===== src/rtl/systolic_seq.sv =====
// Control sequencer for a DIM x DIM tpumac systolic array. It runs CLEAR, then FEED, then READ, then a one-cycle DONE.
// Optional SYSTOLIC_SEQ_STALL_EN adds a stall input that freezes the FEED phase.
module systolic_seq #(
  parameter int DIM  = 8,
  parameter int CNTW = $clog2(3*DIM)
) (
  input  logic                    clk,
  input  logic                    rst,
  input  logic                    start,
`ifdef SYSTOLIC_SEQ_STALL_EN
  input  logic                    stall,
`endif
  output logic                    busy,
  output logic                    done,
  output logic                    sa_en,
  output logic                    sa_wren,
  output logic [$clog2(DIM)-1:0]  c_row,
  output logic                    c_rd_valid,
  output logic [CNTW-1:0]         step,
  output logic [DIM-1:0]          a_valid,
  output logic [DIM-1:0]          b_valid
);

  localparam int RW = $clog2(DIM);
  localparam logic [CNTW-1:0] CNT_ROW_LAST  = CNTW'(DIM - 1);
  localparam logic [CNTW-1:0] CNT_FEED_LAST = CNTW'(3*DIM - 3);

  typedef enum logic [2:0] {
    ST_IDLE,
    ST_CLEAR,
    ST_FEED,
    ST_READ,
    ST_DONE
  } state_e;

  state_e          state_q, state_d;
  logic [CNTW-1:0] cnt_q, cnt_d;
  int              cnt_i;

`ifdef SYSTOLIC_SEQ_STALL_EN
  // Marks a FEED cycle that repeats the previous step with the array frozen.
  logic frozen_q, frozen_d;
`endif

  // NOTE: every output of an always_comb gets a default first, so that no path leaves it unassigned and infers a latch.
  always_comb begin
    state_d = state_q;
    cnt_d   = cnt_q;
`ifdef SYSTOLIC_SEQ_STALL_EN
    frozen_d = 1'b0;
`endif
    unique case (state_q)
      ST_IDLE: begin
        if (start) begin
          state_d = ST_CLEAR;
          cnt_d   = '0;
        end
      end
      ST_CLEAR: begin
        if (cnt_q == CNT_ROW_LAST) begin
          state_d = ST_FEED;
          cnt_d   = '0;
        end else begin
          cnt_d = cnt_q + CNTW'(1);
        end
      end
      ST_FEED: begin
`ifdef SYSTOLIC_SEQ_STALL_EN
        if (stall) frozen_d = 1'b1;
        else
`endif
        if (cnt_q == CNT_FEED_LAST) begin
          state_d = ST_READ;
          cnt_d   = '0;
        end else begin
          cnt_d = cnt_q + CNTW'(1);
        end
      end
      ST_READ: begin
        if (cnt_q == CNT_ROW_LAST) begin
          state_d = ST_DONE;
          cnt_d   = '0;
        end else begin
          cnt_d = cnt_q + CNTW'(1);
        end
      end
      ST_DONE: begin
        state_d = ST_IDLE;
        cnt_d   = '0;
      end
      default: begin
        state_d = ST_IDLE;
        cnt_d   = '0;
      end
    endcase
  end

  // NOTE: sequential state is written only with non-blocking assignments, so every flop samples pre-edge values.
  always_ff @(posedge clk) begin
    if (rst) begin
      state_q <= ST_IDLE;
      cnt_q   <= '0;
    end else begin
      state_q <= state_d;
      cnt_q   <= cnt_d;
    end
  end

`ifdef SYSTOLIC_SEQ_STALL_EN
  always_ff @(posedge clk) begin
    if (rst) frozen_q <= 1'b0;
    else     frozen_q <= frozen_d;
  end
`endif

  assign cnt_i = int'(cnt_q);

  // Outputs depend only on registered state, so start and stall never reach an output in the same cycle.
  always_comb begin
    busy       = 1'b0;
    done       = 1'b0;
    sa_en      = 1'b0;
    sa_wren    = 1'b0;
    c_row      = '0;
    c_rd_valid = 1'b0;
    step       = '0;
    a_valid    = '0;
    b_valid    = '0;
    case (state_q)
      ST_CLEAR: begin
        busy    = 1'b1;
        sa_en   = 1'b1;
        sa_wren = 1'b1;
        c_row   = cnt_q[RW-1:0];
      end
      ST_FEED: begin
        busy  = 1'b1;
`ifdef SYSTOLIC_SEQ_STALL_EN
        sa_en = ~frozen_q;
`else
        sa_en = 1'b1;
`endif
        step  = cnt_q;
        // Lane r carries element (step - r), which exists only for the DIM steps starting at step r.
        for (int r = 0; r < DIM; r++) begin
          a_valid[r] = (cnt_i >= r) && (cnt_i < r + DIM);
          b_valid[r] = (cnt_i >= r) && (cnt_i < r + DIM);
        end
      end
      ST_READ: begin
        busy       = 1'b1;
        c_rd_valid = 1'b1;
        c_row      = cnt_q[RW-1:0];
      end
      ST_DONE: begin
        done = 1'b1;
      end
      default: begin
        busy = 1'b0;
      end
    endcase
  end

endmodule


===== config.mk =====
export PLATFORM = sky130hd
export DESIGN_NAME = systolic_seq
export DESIGN_NICKNAME = d
export VERILOG_FILES = /design/src/rtl/systolic_seq.sv
export SDC_FILE = /design/constraint.sdc
export NUM_CORES = 1
export LEC_CHECK = 0
export BUFFER_PORTS_ARGS = -buffer_cell sky130_fd_sc_hd__buf_2
export CAP_MARGIN = 20
export CELL_PAD_IN_SITES_DETAIL_PLACEMENT = 1
export CELL_PAD_IN_SITES_GLOBAL_PLACEMENT = 1
export CORE_MARGIN = 8
export CORE_UTILIZATION = 32
export DETAILED_ROUTE_END_ITERATION = 7
export PLACE_DENSITY_LB_ADDON = 0.1
export SLEW_MARGIN = 20
export SYNTH_ARGS = -nofsm -noshare
export SYNTH_HDL_FRONTEND = slang
export SYNTH_SLANG_ARGS = --single-unit

===== constraint.sdc =====
create_clock -name clk -period 1.9 [get_ports clk]
set_input_delay 0.095 -clock clk [delete_from_list [all_inputs] [get_ports clk]]
set_output_delay 0.095 -clock clk [all_outputs]
set_load 0.005 [all_outputs]

* After elaboration in Yosys (flattened, before gate mapping)
Index checks and enable logic that the tools add are counted.
** Operators by class
- Add/sub/neg operators :: 1
- Magnitude comparators :: 16
- Equal/unequal tests :: 10
- Multiplexer cells :: 17
- Reduce and logical (&&, ||, !) cells :: 13
** Operators with widths (count)
- 5-bit by 4-bit < comparator with 1-bit output, second input constant :: 8
- 5-bit by 3-bit greater-or-equal comparator with 1-bit output, second input constant :: 4
- 5-bit 2-to-1 mux :: 4
- 3-bit 2-to-1 mux :: 5
- 5-bit one-hot mux with 3 select lines :: 1
- 3-bit one-hot mux with 4 select lines :: 1
- 5-bit by 1-bit greater-or-equal comparator with 1-bit output, second input constant :: 2
- 5-bit by 2-bit greater-or-equal comparator with 1-bit output, second input constant :: 2
- 1-bit logical AND :: 8
- 8-bit 2-to-1 mux :: 1
- 2-bit != test, second input constant :: 4
- 3-bit by 2-bit equality test with 1-bit output, second input constant :: 2
- 5-bit by 1-bit adder with 5-bit output, second input constant :: 1
- 5-bit by 3-bit equality test with 1-bit output, second input constant :: 1
- 5-bit equality test, second input constant :: 1
- 1-bit 2-to-1 mux :: 5
- 4-bit AND reduction :: 1
- 2-bit OR reduction :: 2
- 3-bit by 1-bit equality test with 1-bit output, second input constant :: 1
- 3-bit equality test, second input constant :: 1
- 3-bit zero test :: 1
- 3-bit OR reduction :: 1
** Storage, ports and cells
- Flip-flop bits (word level) :: 8
- Input bits :: 3
- Output and inout bits :: 29
- Logic and storage cells :: 59

* Depth between registers and ports, before layout
Gate-level depths: netlist (run 1).
- Depth after elaboration :: 3
- Gate-level depth with buffers :: 7
- Depth with buffers taken out :: 6

* Worst setup path before layout (run 1)
Ideal clock, no wire load.
- Kind :: reg2out
- From :: register cnt_q[1]
- To :: output b_valid[5]
- Data arrival time :: 1528 ps
- Data required time :: 1805 ps
- Setup slack :: 277 ps
- Stages on the path, launching flop included :: 8
- Path through :: dfxtp_1 > clkbuf_1 > inv_1 > ha_1 > or3_1 > a21oi_1 > a311oi_2 > buf_4
** Between the ends
- Word-level cells in the longest chain between the ends :: 3
- Elaborated cells between the ends (all ways) :: 4
- Those cells by class :: order compare (2); mux (1); reduce/logical (1)
** Ends and longest elaborated chain
- start, declared :: line 37 : logic [CNTW-1:0] cnt_q, cnt_d;
- start signal, assigned :: line 105 : cnt_q <= cnt_d;
- 5-bit by 3-bit greater-or-equal comparator with 1-bit output or 5-bit by 4-bit < comparator with 1-bit output (tied branches)
- 1-bit logical AND (*)
- 8-bit 2-to-1 mux (*)
- end, declared :: line 21 : output logic [DIM-1:0] b_valid
Every way passes the cells marked *; elsewhere a longest branch is shown, timed or not.

* Worst setup path in the final report (run 1)
- From :: register cnt_q[1]
- To :: output a_valid[5]
** Between the ends
- Word-level cells in the longest chain between the ends :: 3
- Elaborated cells between the ends (all ways) :: 4
- Those cells by class :: order compare (2); mux (1); reduce/logical (1)
** Ends and longest elaborated chain
- 5-bit by 3-bit greater-or-equal comparator with 1-bit output or 5-bit by 4-bit < comparator with 1-bit output (tied branches) :: line 146 : a_valid[r] = (cnt_i >= r) && (cnt_i < r + DIM);
- 1-bit logical AND (*) :: line 146
- 8-bit 2-to-1 mux (*) :: line 129 : case (state_q)
- end, declared :: line 20 : output logic [DIM-1:0] a_valid,
Marked as above.

==> results of run 1 <==
-- final cells by class --
class | count | area (µm²) | area share
Multi-Input combinational cell | 76 | 491.7 | 0.5421
Tap cell | 28 | 35.03 | 0.03862
Clock buffer | 3 | 22.52 | 0.02483
Inverter | 1 | 3.754 | 0.004138
Timing Repair Buffer | 36 | 192.7 | 0.2124
Sequential cell | 8 | 161.4 | 0.1779
-- per-layer routing --
layer	share of wire	up-vias	GRT usage
met5	0	-	0
met2	0.46	18	0.1590
met3	0.068	2	0.03093
li1	-	381	-
met4	0.0069	0	0.04905
met1	0.46	348	0.1203
-- synthesized netlist by cell type --
cell type | n | area, µm²
buf_2 | 3 | 15.01
or2_2 | 2 | 12.51
buf_6 | 1 | 11.26
nand2b_1 | 3 | 18.77
ha_1 | 2 | 25.02
nand3_1 | 1 | 5.000
nand2_1 | 6 | 22.52
nor2_1 | 18 | 67.56
a2111oi_0 | 1 | 8.760
a21o_1 | 1 | 7.510
a221oi_2 | 1 | 15.01
and2_2 | 6 | 45.04
xnor2_1 | 1 | 8.760
or4_4 | 1 | 11.26
clkbuf_1 | 2 | 7.510
and4bb_2 | 1 | 12.51
nor2b_1 | 1 | 6.260
nand4b_1 | 1 | 8.760
dfxtp_1 | 8 | 160.2
o21ai_0 | 2 | 10.01
a21oi_1 | 6 | 30.03
nor3_1 | 2 | 10.01
a31o_1 | 1 | 8.760
nor4_1 | 2 | 12.51
xor2_1 | 4 | 35.03
buf_4 | 8 | 60.06
or3_1 | 1 | 6.260
clkbuf_2 | 1 | 5.000
o21a_1 | 1 | 7.510
a211oi_1 | 1 | 7.510
nor3b_1 | 2 | 15.01
nand4_1 | 1 | 6.260
nor3b_2 | 1 | 12.51
inv_1 | 1 | 3.750
a311oi_2 | 1 | 15.01
o2bb2ai_2 | 1 | 15.01
and2_1 | 4 | 25.02
-- logic make-up (layout without fill, tap and decap cells) --
| family | count (synthesis) | after routing | synth area share |
|---|---|---|---|
| AOI/OAI and AO/OA | 16 | 16 | 0.1658 |
| xor gates and xnor gates | 5 | 5 | 0.05804 |
| adders and majority gates | 2 | 2 | 0.03316 |
| buffers and inverters | 16 | 40 | 0.1360 |
| DFF | 8 | 8 | 0.2123 |
| and+or+nand+nor | 53 | 53 | 0.3947 |
-- sequential cells by signal, indices dropped and copies added, names as in the netlist --
register / cells
cnt_q: 5
state_q: 3
-- critical path: cells and delay by family (launching register included) --
kind            cells  cell delay, ns
compound gates      2            0.26
fa+ha+maj           1            0.21
buf+inv             2            0.22
flops               1            0.41
simple gates        1            0.31
-- through the flow --
step,hold WS [ns],std cells
after global routing,0.1111,152
final,0.1119,152
after detailed placement,0.3771,149
after global placement,0.3666,149
after CTS,0.1079,152
after floorplan,0.1641,100
-- where the power goes --
group / total [mW] / internal [mW] / leakage (nW) / switching [mW]
combinational: 0.282 / 0.132 / 0.359 / 0.150
sequential: 0.228 / 0.189 / 0.0657 / 0.0384
clock: 0.125 / 0.0720 / 0.0138 / 0.0529
total: 0.635 / 0.393 / 0.439 / 0.241
-- timing repair --
item                                    4_1_cts  5_1_grt
buffers inserted                              0        0
endpoints found under the setup margin        0        4
resized for setup                             0        1
hold endpoints to repair                      0        0
-- final timing paths --
path | endpoint | slack (ns) | depth (start not counted)
worst max register to register | state_q[0] | 0.44 | 6
worst min register to register | cnt_q[3] | 0.51 | 2
worst max-delay path | a_valid[5] | 0.16 | 6
worst min-delay path | cnt_q[1] | 0.11 | 2
==> summary.md, run 1 <==
| Metric | Value |
|---|---|
| Critical Path AT | 1.65 ns |
| Max stage delay on crit path | 0.41 ns |
| Crit start category | flip-flop |
| DIE HEIGHT | 64.56 µm |
| Vias/cell | 4.928 |
| Hold_sp | rst |
| Initial antenna violation count | 0 |
| Cell Chain, Critical Path | inv_1, ha_1, or3_1, a21oi_1, a311oi_2, buf_2 |
| Root buf cell | clkbuf_4 |
| Core ar. | 0.002212 mm² |
| Design Power | 0.6348 mW |
| Clk_lat worst skew | 0.25 ns |
| Setup TNS | 0 ns |
| Critical path origin | cnt_q[1] |
| Antenna cells | 0 |
| H-tree levels | 1 |
| PnR worst setup slack | 0.1557 ns |
| Routed WL | 2.020 mm |
| Final worst path period share | 0.9180 |
| Fin. Hold Viols | 0 |
| Register area share after synthesis | 0.2123 |
| 1st-iter DRT viols | 14 |
| Global-route wire length before repair | 3.553 mm |
| Max Freq | 573.3 MHz |
| Overall Global Routing Usage | 0.1004 |
| Clock transition at path regs | 0.05 ns |
| # hold bufs at CTS | 0 |
| Mean Syn Cell Area | 7.545 µm² |
| Worst Clk Skew | 0.001867 ns |
| Outcome | finished, final reports clean |
| P&R area growth vs syn | 20.23% |
| Slowest cell on crit path | dfxtp_2 |
| Synth cell types | 37 |
| Worst reg2reg startpoint | cnt_q[1] |
| Slew Viols, Final | 0 |
| Fraction of layout cells with a size suffix above 1 | 0.4355 |
| Max_cap viols | 0 |
| Setup CP Type | flip-flop to output port |
| Worst-case clock buffer depth | 2 |
| Max VDD drop | 0.0003854 V |
| Antenna viol nets, final | 0 |
| CP required | 1.80 ns |
| Worst Tran Pin Value | 0.3512 ns |
| Hold Crit Class | input pin to flip-flop |
| # fillers | 294 |
| Crit-path max FO | 11 |
| CTS tree | done |
| HPWL Detailed | 1.668 mm |
| IO Port Bufs | 31 |
| Commonest non-fill, non-tap cells in the layout | 31 x buf_2, 18 x nor2_1, 7 x dfxtp_1 |
| Remaining Overflow, GRT | 0 |
| Synth Cell Area | 754.5 µm² |
| DRT Pass-1 Iters | 4 |
| Initial Utilization | 0.3411 |
| Dpl ws | 0.2850 ns |
| Fin nets | 131 |
| Finished Cell Area | 907.1 µm² |
| Dpl cell area | 883.3 µm² |
| Cells after Synth | 100 |
| Post-layout min period | 1.744 ns |
| Endpoints failing setup | 0 |
| Vias in the first global route | 740 |
| Clock sink count | 8 |
| CP endpoint kind | output port |
| Commonest non-fill, non-tap cell in the layout | buf_2 |
| Seq cells post-synth | 8 |
| Syn_nets | 105 |
| Final routed DRC violation total | 0 |
| P_leak | 0.4388 nW |
| RSZ-0062 raised after global routing | false |
| GPL Wtd Cong | 0.7093 |
| CTS buffer count | 3 |
| Power Density | 699.8 mW/mm² |
| I/O pins | 32 |
| Die ar. | 0.004167 mm² |
| Finished Core Util | 0.4101 |
| DR WL/cell | 13.29 µm |
| DR vias | 749 |
| Die X | 64.56 µm |
| Normalized max-slew margin | 0.7598 |
| Total number of yosys warnings | 0 |
| Row count | 17 |
| Maximum number of pins on one net before global-route repair | 15 |
No activity file was read; power rests on OpenSTA's default activity.
==> run 2, diff against run 1 <==
==> constraint.sdc (replaced) <==
create_clock -name clk -period 1.9 [get_ports clk]
set_input_delay 0.095 -clock clk [delete_from_list [all_inputs] [get_ports clk]]
set_output_delay 0.095 -clock clk [all_outputs]
set_load 0.1 [all_outputs]
==> summary.md, run 2 (same netlist as run 1, synthesis figures left out) <==
| Metric | Value |
|---|---|
| Outcome | finished, final reports clean |
| Maximum number of pins on one net before global-route repair | 17 (+2) |
| Critical Path AT | 1.73 ns (+0.08 ns) |
| Worst Clk Skew | 0.01418 ns (+0.01232 ns) |
| Endpoints failing setup | 0 (unchanged) |
| CTS buffer count | 3 (unchanged) |
| DIE HEIGHT | 64.56 µm (unchanged) |
| Worst-case clock buffer depth | 2 (unchanged) |
| Placed Cells | 151 (+1.3%) |
| DRT Pass-1 Iters | 5 (+1) |
| Biggest register | cnt_q |
| Vias/cell | 5.219 (+5.9%) |
| CP Buf/Inv Count | 2 (unchanged) |
| Vias in the first global route | 876 (+18%) |
| Crit-path max FO | 6 (-5) |
| Crit start category | flip-flop |
| RSZ-0062 raised after global routing | true |
| Power Density | 892.0 mW/mm² (+27%) |
| Clock sink count | 8 (unchanged) |
| Crit. path cell count | 4 (-2) |
| Max VDD drop | 0.0005814 V (+51%) |
| P&R area growth vs syn | 66.17% |
| 1st-iter DRT viols | 10 (-4) |
| Setup TNS | 0 ns (unchanged) |
| Routed WL | 2.484 mm (+23%) |
| P_leak | 0.4927 nW (+12%) |
| Die ar. | 0.004167 mm² (unchanged) |
| Worst Tran Pin Value | 0.7224 ns (+0.3712 ns) |
| DR WL/cell | 16.03 µm (+21%) |
| Reg2reg path depth | 4 (-2) |
| IO Port Bufs | 31 (unchanged) |
| H-tree levels | 1 (unchanged) |
| Initial Utilization | 0.3411 (unchanged) |
| CP required | 1.80 ns (about the same) |
| Overall Global Routing Usage | 0.1281 (+0.02765) |
| Core ar. | 0.002212 mm² (unchanged) |
| Clock transition at path regs | 0.06 ns (about the same) |
| Normalized max-slew margin | 0.5139 (-0.2459) |
| Cell Chain, Critical Path | buf_4, or2_2, a311oi_4, buf_12 |
| Hold_sp | rst |
| CP endpoint kind | output port |
| Fraction of layout cells with a size suffix above 1 | 0.5748 (+0.1393) |
| DR vias | 809 (+8.0%) |
| Global-route wire length before repair | 4.402 mm (+24%) |
| Finished Core Util | 0.5667 (+0.1567) |
| Final worst path period share | 0.9607 (+0.04268) |
| Hold Path Cell Cnt | 2 (unchanged) |
| Max stage delay on crit path | 0.43 ns (+0.02 ns) |
| Top delay family on crit path | compound AO/OA/AOI/OAI gates |
| Antenna cells | 0 (unchanged) |
| GPL Wtd Cong | 0.7725 (+8.9%) |
| Non-filler cells, final | 155 (+2.0%) |
| End of the worst register-to-register path | cnt_q[0] |
| Final routed DRC violation total | 0 (unchanged) |
| CTS tree | done |
| Slowest cell on crit path | a311oi_4 |
| Commonest non-fill, non-tap cell in the layout | buf_12 |
| Largest register FFs | 5 (unchanged) |
| Row count | 17 (unchanged) |
| Root buf cell | clkbuf_4 |
| Design Power | 1.118 mW (+76%) |
| Die X | 64.56 µm (unchanged) |
| Max_cap viols | 0 (unchanged) |
| Finished Cell Area | 0.001254 mm² (+38%) |
| Post-layout min period | 1.825 ns (+0.08109 ns) |
| Setup CP Type | flip-flop to output port |
| Remaining Overflow, GRT | 0 (unchanged) |
| HPWL Detailed | 2.069 mm (+24%) |
| Fin. Hold Viols | 0 (unchanged) |
| Commonest non-fill, non-tap cells in the layout | 16 x buf_12, 15 x buf_2, 11 x nor2_1 |
| Worst reg2reg startpoint | cnt_q[3] |
| Clk_lat worst skew | 0.26 ns (about the same) |
| Dpl cell area | 0.001207 mm² (+37%) |
| Hold Crit Class | input pin to flip-flop |
| # hold bufs at CTS | 0 (unchanged) |
| Initial antenna violation count | 0 (unchanged) |
| I/O pins | 32 (unchanged) |
| Slew Viols, Final | 0 (unchanged) |
| Critical path origin | cnt_q[1] |
| Max Freq | 547.8 MHz (-4.4%) |
| Hold Crit Endpoint | state_q[1] |
| Top flop regs | cnt_q x5, state_q x3 |
| Antenna viol nets, final | 0 (unchanged) |
| Reg2reg setup slack | 0.31 ns (-0.13 ns) |
| Fin nets | 133 (+1.5%) |
-- run 2: changes by cell type in the layout (fill, tap and decap cells not counted), moves of 3 or more --
cell	previous run	this run
buf_12	0	16
buf_2	31	15
dfxtp_2	1	4
nor2_1	18	11
dfxtp_1	7	2
nor2_2	0	6
-- run 2: per-stage QoR --
step	hold WS, ns	setup WS, ns
floorplan	0.1544	-0.3959
global placement	0.3516	0.2865
detailed placement	0.3732	0.1499
CTS	0.09470	0.01227
global route	0.08623	-0.004958
finish	0.09838	0.07463
-- run 2: final cells by class --
class	count	area [µm²]
Clock buffer	4	26.28
Fill cell	257	958.4
Inverter	1	3.754
Multi-Input combinational cell	76	568.0
Sequential cell	8	172.7
Tap cell	28	35.03
Timing Repair Buffer	38	447.9
-- run 2: worst max path at each step --
stage                            end  slack [ns]
after floorplan           b_valid[5]       -0.40
after global placement    b_valid[5]        0.29
after detailed placement  b_valid[5]        0.15
after CTS                 b_valid[7]        0.01
after global routing      b_valid[7]      -0.005
final                     b_valid[5]        0.07
-- run 2: layer usage --
layer,GRT usage,share of wire,vias up
met1,0.1417,0.41,393
li1,-,-,389
met2,0.2248,0.53,23
met3,0.04467,0.054,4
met4,0.03815,0.0068,0
met5,0,0,-
-- run 2: worst register-to-register path: stages (launching register included) --
cell	delay, ns
dfxtp_1	0.62
and4bb_2	0.32
o2bb2ai_2	0.24
nor2_1	0.07
a211oi_1	0.25
-- run 2: power breakdown --
group | switching, mW | internal, mW
logic | 0.536 | 0.208
clock network | 0.0603 | 0.0804
registers | 0.0397 | 0.194
-- run 2: repair_timing --
| item | CTS | global route |
|---|---|---|
| gates resized for setup | 3 | 5 |
| hold endpoints to repair | 0 | 0 |
| setup buffers | 0 | 0 |
| setup endpoints to repair | 4 | 13 |
| pin swaps | 0 | 3 |
==> run 3, diff against run 2 <==
--- a/config.mk
+++ b/config.mk
@@ -9,7 +9,7 @@
 export CAP_MARGIN = 20
 export CELL_PAD_IN_SITES_DETAIL_PLACEMENT = 1
 export CELL_PAD_IN_SITES_GLOBAL_PLACEMENT = 1
-export CORE_MARGIN = 8
+export CORE_MARGIN = 2
 export CORE_UTILIZATION = 32
 export DETAILED_ROUTE_END_ITERATION = 7
 export PLACE_DENSITY_LB_ADDON = 0.1
==> summary.md, run 3 (same netlist as run 1, synthesis figures left out) <==
| Metric | Value |
|---|---|
| Outcome | finished, final reports clean |
| Finished Core Util | 0.5758 (+0.009050) |
| Fin nets | 134 (+0.75%) |
| Hold_sp | rst |
| H-tree levels | 1 (unchanged) |
| Root buf cell | clkbuf_4 |
| 1st-iter DRT viols | 15 (+5) |
| Global-route wire length before repair | 3.491 mm (-21%) |
| Hold Crit Endpoint | state_q[0] |
| Worst reg2reg startpoint | cnt_q[1] |
| Crit start category | flip-flop |
| Vias in the first global route | 723 (-17%) |
| Post-layout min period | 1.861 ns (+0.03592 ns) |
| DR WL/cell | 16.37 µm (+2.2%) |
| Max_cap viols | 0 (unchanged) |
| Final worst path period share | 0.9796 (+0.01891) |
| Setup TNS | 0 ns (unchanged) |
| HPWL Detailed | 1.827 mm (-12%) |
| I/O pins | 32 (unchanged) |
| Fin. Hold Viols | 0 (unchanged) |
| P_leak | 0.5009 nW (+1.7%) |
| Largest register FFs | 5 (unchanged) |
| Initial Utilization | 0.3411 (unchanged) |
| Worst Tran Pin Value | 0.6530 ns (-0.06941 ns) |
| GPL Wtd Cong | 0.7561 (-2.1%) |
| IO Port Bufs | 31 (unchanged) |
| # hold bufs at CTS | 0 (unchanged) |
| Critical Path AT | 1.77 ns (+0.04 ns) |
| Hold Crit Class | input pin to flip-flop |
| Max Freq | 537.3 MHz (-1.9%) |
| CP endpoint kind | output port |
| Overall Global Routing Usage | 0.1773 (+0.04921) |
| Dpl ws | 0.2223 ns (+0.07238 ns) |
| Clock transition at path regs | 0.06 ns (about the same) |
| Crit-path max FO | 9 (+3) |
| Normalized max-slew margin | 0.5606 (+0.04670) |
| Dpl cell area | 0.001200 mm² (-0.62%) |
| Worst-case clock buffer depth | 2 (unchanged) |
| Commonest non-fill, non-tap cells in the layout | 16 x buf_12, 15 x buf_2, 11 x nor2_1 |
| Max VDD drop | 0.0006045 V (+4.0%) |
| Slowest cell on crit path | a311oi_4 |
| Core ar. | 0.002212 mm² (unchanged) |
| PnR worst setup slack | 0.03871 ns (-0.03592 ns) |
| Fraction of layout cells with a size suffix above 1 | 0.5859 (+0.01113) |
| Power Density | 900.0 mW/mm² (+0.89%) |
| Cell Chain, Critical Path | nor3b_4, nand2b_1, buf_4, a311oi_4, buf_12 |
| CP required | 1.80 ns (about the same) |
| Die X | 52.56 µm (-19%) |
| Row count | 17 (unchanged) |
| Final routed DRC violation total | 0 (unchanged) |
| Top flop regs | cnt_q x5, state_q x3 |
| Maximum number of pins on one net before global-route repair | 15 (-2) |
| Vias/cell | 5.224 (about the same) |
| # fillers | 267 (+3.9%) |
| Reg2reg setup slack | 0.18 ns (-0.13 ns) |
| Hold Path Cell Cnt | 2 (unchanged) |
| End of the worst register-to-register path | state_q[0] |
| Biggest register | cnt_q |
| CTS buffer count | 3 (unchanged) |
| Max stage delay on crit path | 0.39 ns (-0.04 ns) |
| Commonest non-fill, non-tap cell in the layout | buf_12 |
| DRT Pass-1 Iters | 4 (-1) |
| WHS | 0.09653 ns (-0.001847 ns) |
| Reg2reg path depth | 6 (+2) |
| Worst Clk Skew | 0.006583 ns (-0.007600 ns) |
| DIE HEIGHT | 52.56 µm (-19%) |
| CTS tree | done |
| Setup CP Type | flip-flop to output port |
| DR vias | 815 (+0.74%) |
| Antenna viol nets, final | 0 (unchanged) |
| P&R area growth vs syn | 68.82% |
| Initial antenna violation count | 0 (unchanged) |
| Remaining Overflow, GRT | 0 (unchanged) |
| Die ar. | 0.002762 mm² (-34%) |
| Endpoints failing setup | 0 (unchanged) |
| Clk_lat worst skew | 0.27 ns (about the same) |
| Finished Cell Area | 0.001274 mm² (+1.6%) |
| Clock sink count | 8 (unchanged) |
| Routed WL | 2.554 mm (+2.8%) |
| Antenna cells | 0 (unchanged) |
| Slew Viols, Final | 0 (unchanged) |
==> run 3: cell type report <==
class | instances | area [µm²] | share of cell area
Tap cell | 28 | 35.03 | 0.02750
Sequential cell | 8 | 173.9 | 0.1365
Inverter | 1 | 3.754 | 0.002947
Clock buffer | 4 | 26.28 | 0.02063
Multi-Input combinational cell | 76 | 579.3 | 0.4548
Timing Repair Buffer | 39 | 455.4 | 0.3576
==> run 3: how the worst max path moves through the flow <==
stage / end / depth (start not counted) / from / slack, ns
floorplan: b_valid[5] / 5 / state_q[1] / -0.40
global placement: b_valid[5] / 6 / cnt_q[1] / 0.28
detailed placement: b_valid[5] / 6 / cnt_q[1] / 0.22
CTS: b_valid[1] / 4 / cnt_q[2] / 0.03
global route: a_valid[7] / 6 / cnt_q[0] / -0.02
finish: b_valid[5] / 5 / state_q[2] / 0.04
==> run 3: metrics by stage <==
stage	cells	power, mW
after floorplan	100	0.7952
after global placement	150	0.9330
after detailed placement	150	0.9520
after CTS	154	1.111
after global routing	156	1.198
final	156	1.146
==> run 3: where the power goes <==
group	switching, mW	internal (mW)	total (mW)
clock network	0.0703	0.0811	0.151
registers	0.0466	0.194	0.241
logic	0.544	0.210	0.754
total	0.661	0.486	1.15
==> run 3: per-layer routing <==
metal / wire length, µm / vias up / global-route usage
li1: - / 387 / -
met1: 1057 / 393 / 0.2087
met2: 1350 / 31 / 0.2958
met3: 105 / 4 / 0.03143
met4: 40 / 0 / 0.1068
met5: 0 / - / 0
==> run 3: what timing repair did <==
action	in CTS	in global routing
resized for setup	2	8
buffers inserted	0	2
pin swaps	0	3
endpoints found under the setup margin	2	6
==> run 3: worst max-delay path, delay by kind of cell, from the launching register on <==
kind / cells / cell delay (ns)
AOI/OAI and AO/OA: 1 / 0.39
buffers and inverters: 2 / 0.41
DFF: 1 / 0.38
and+or+nand+nor: 2 / 0.31
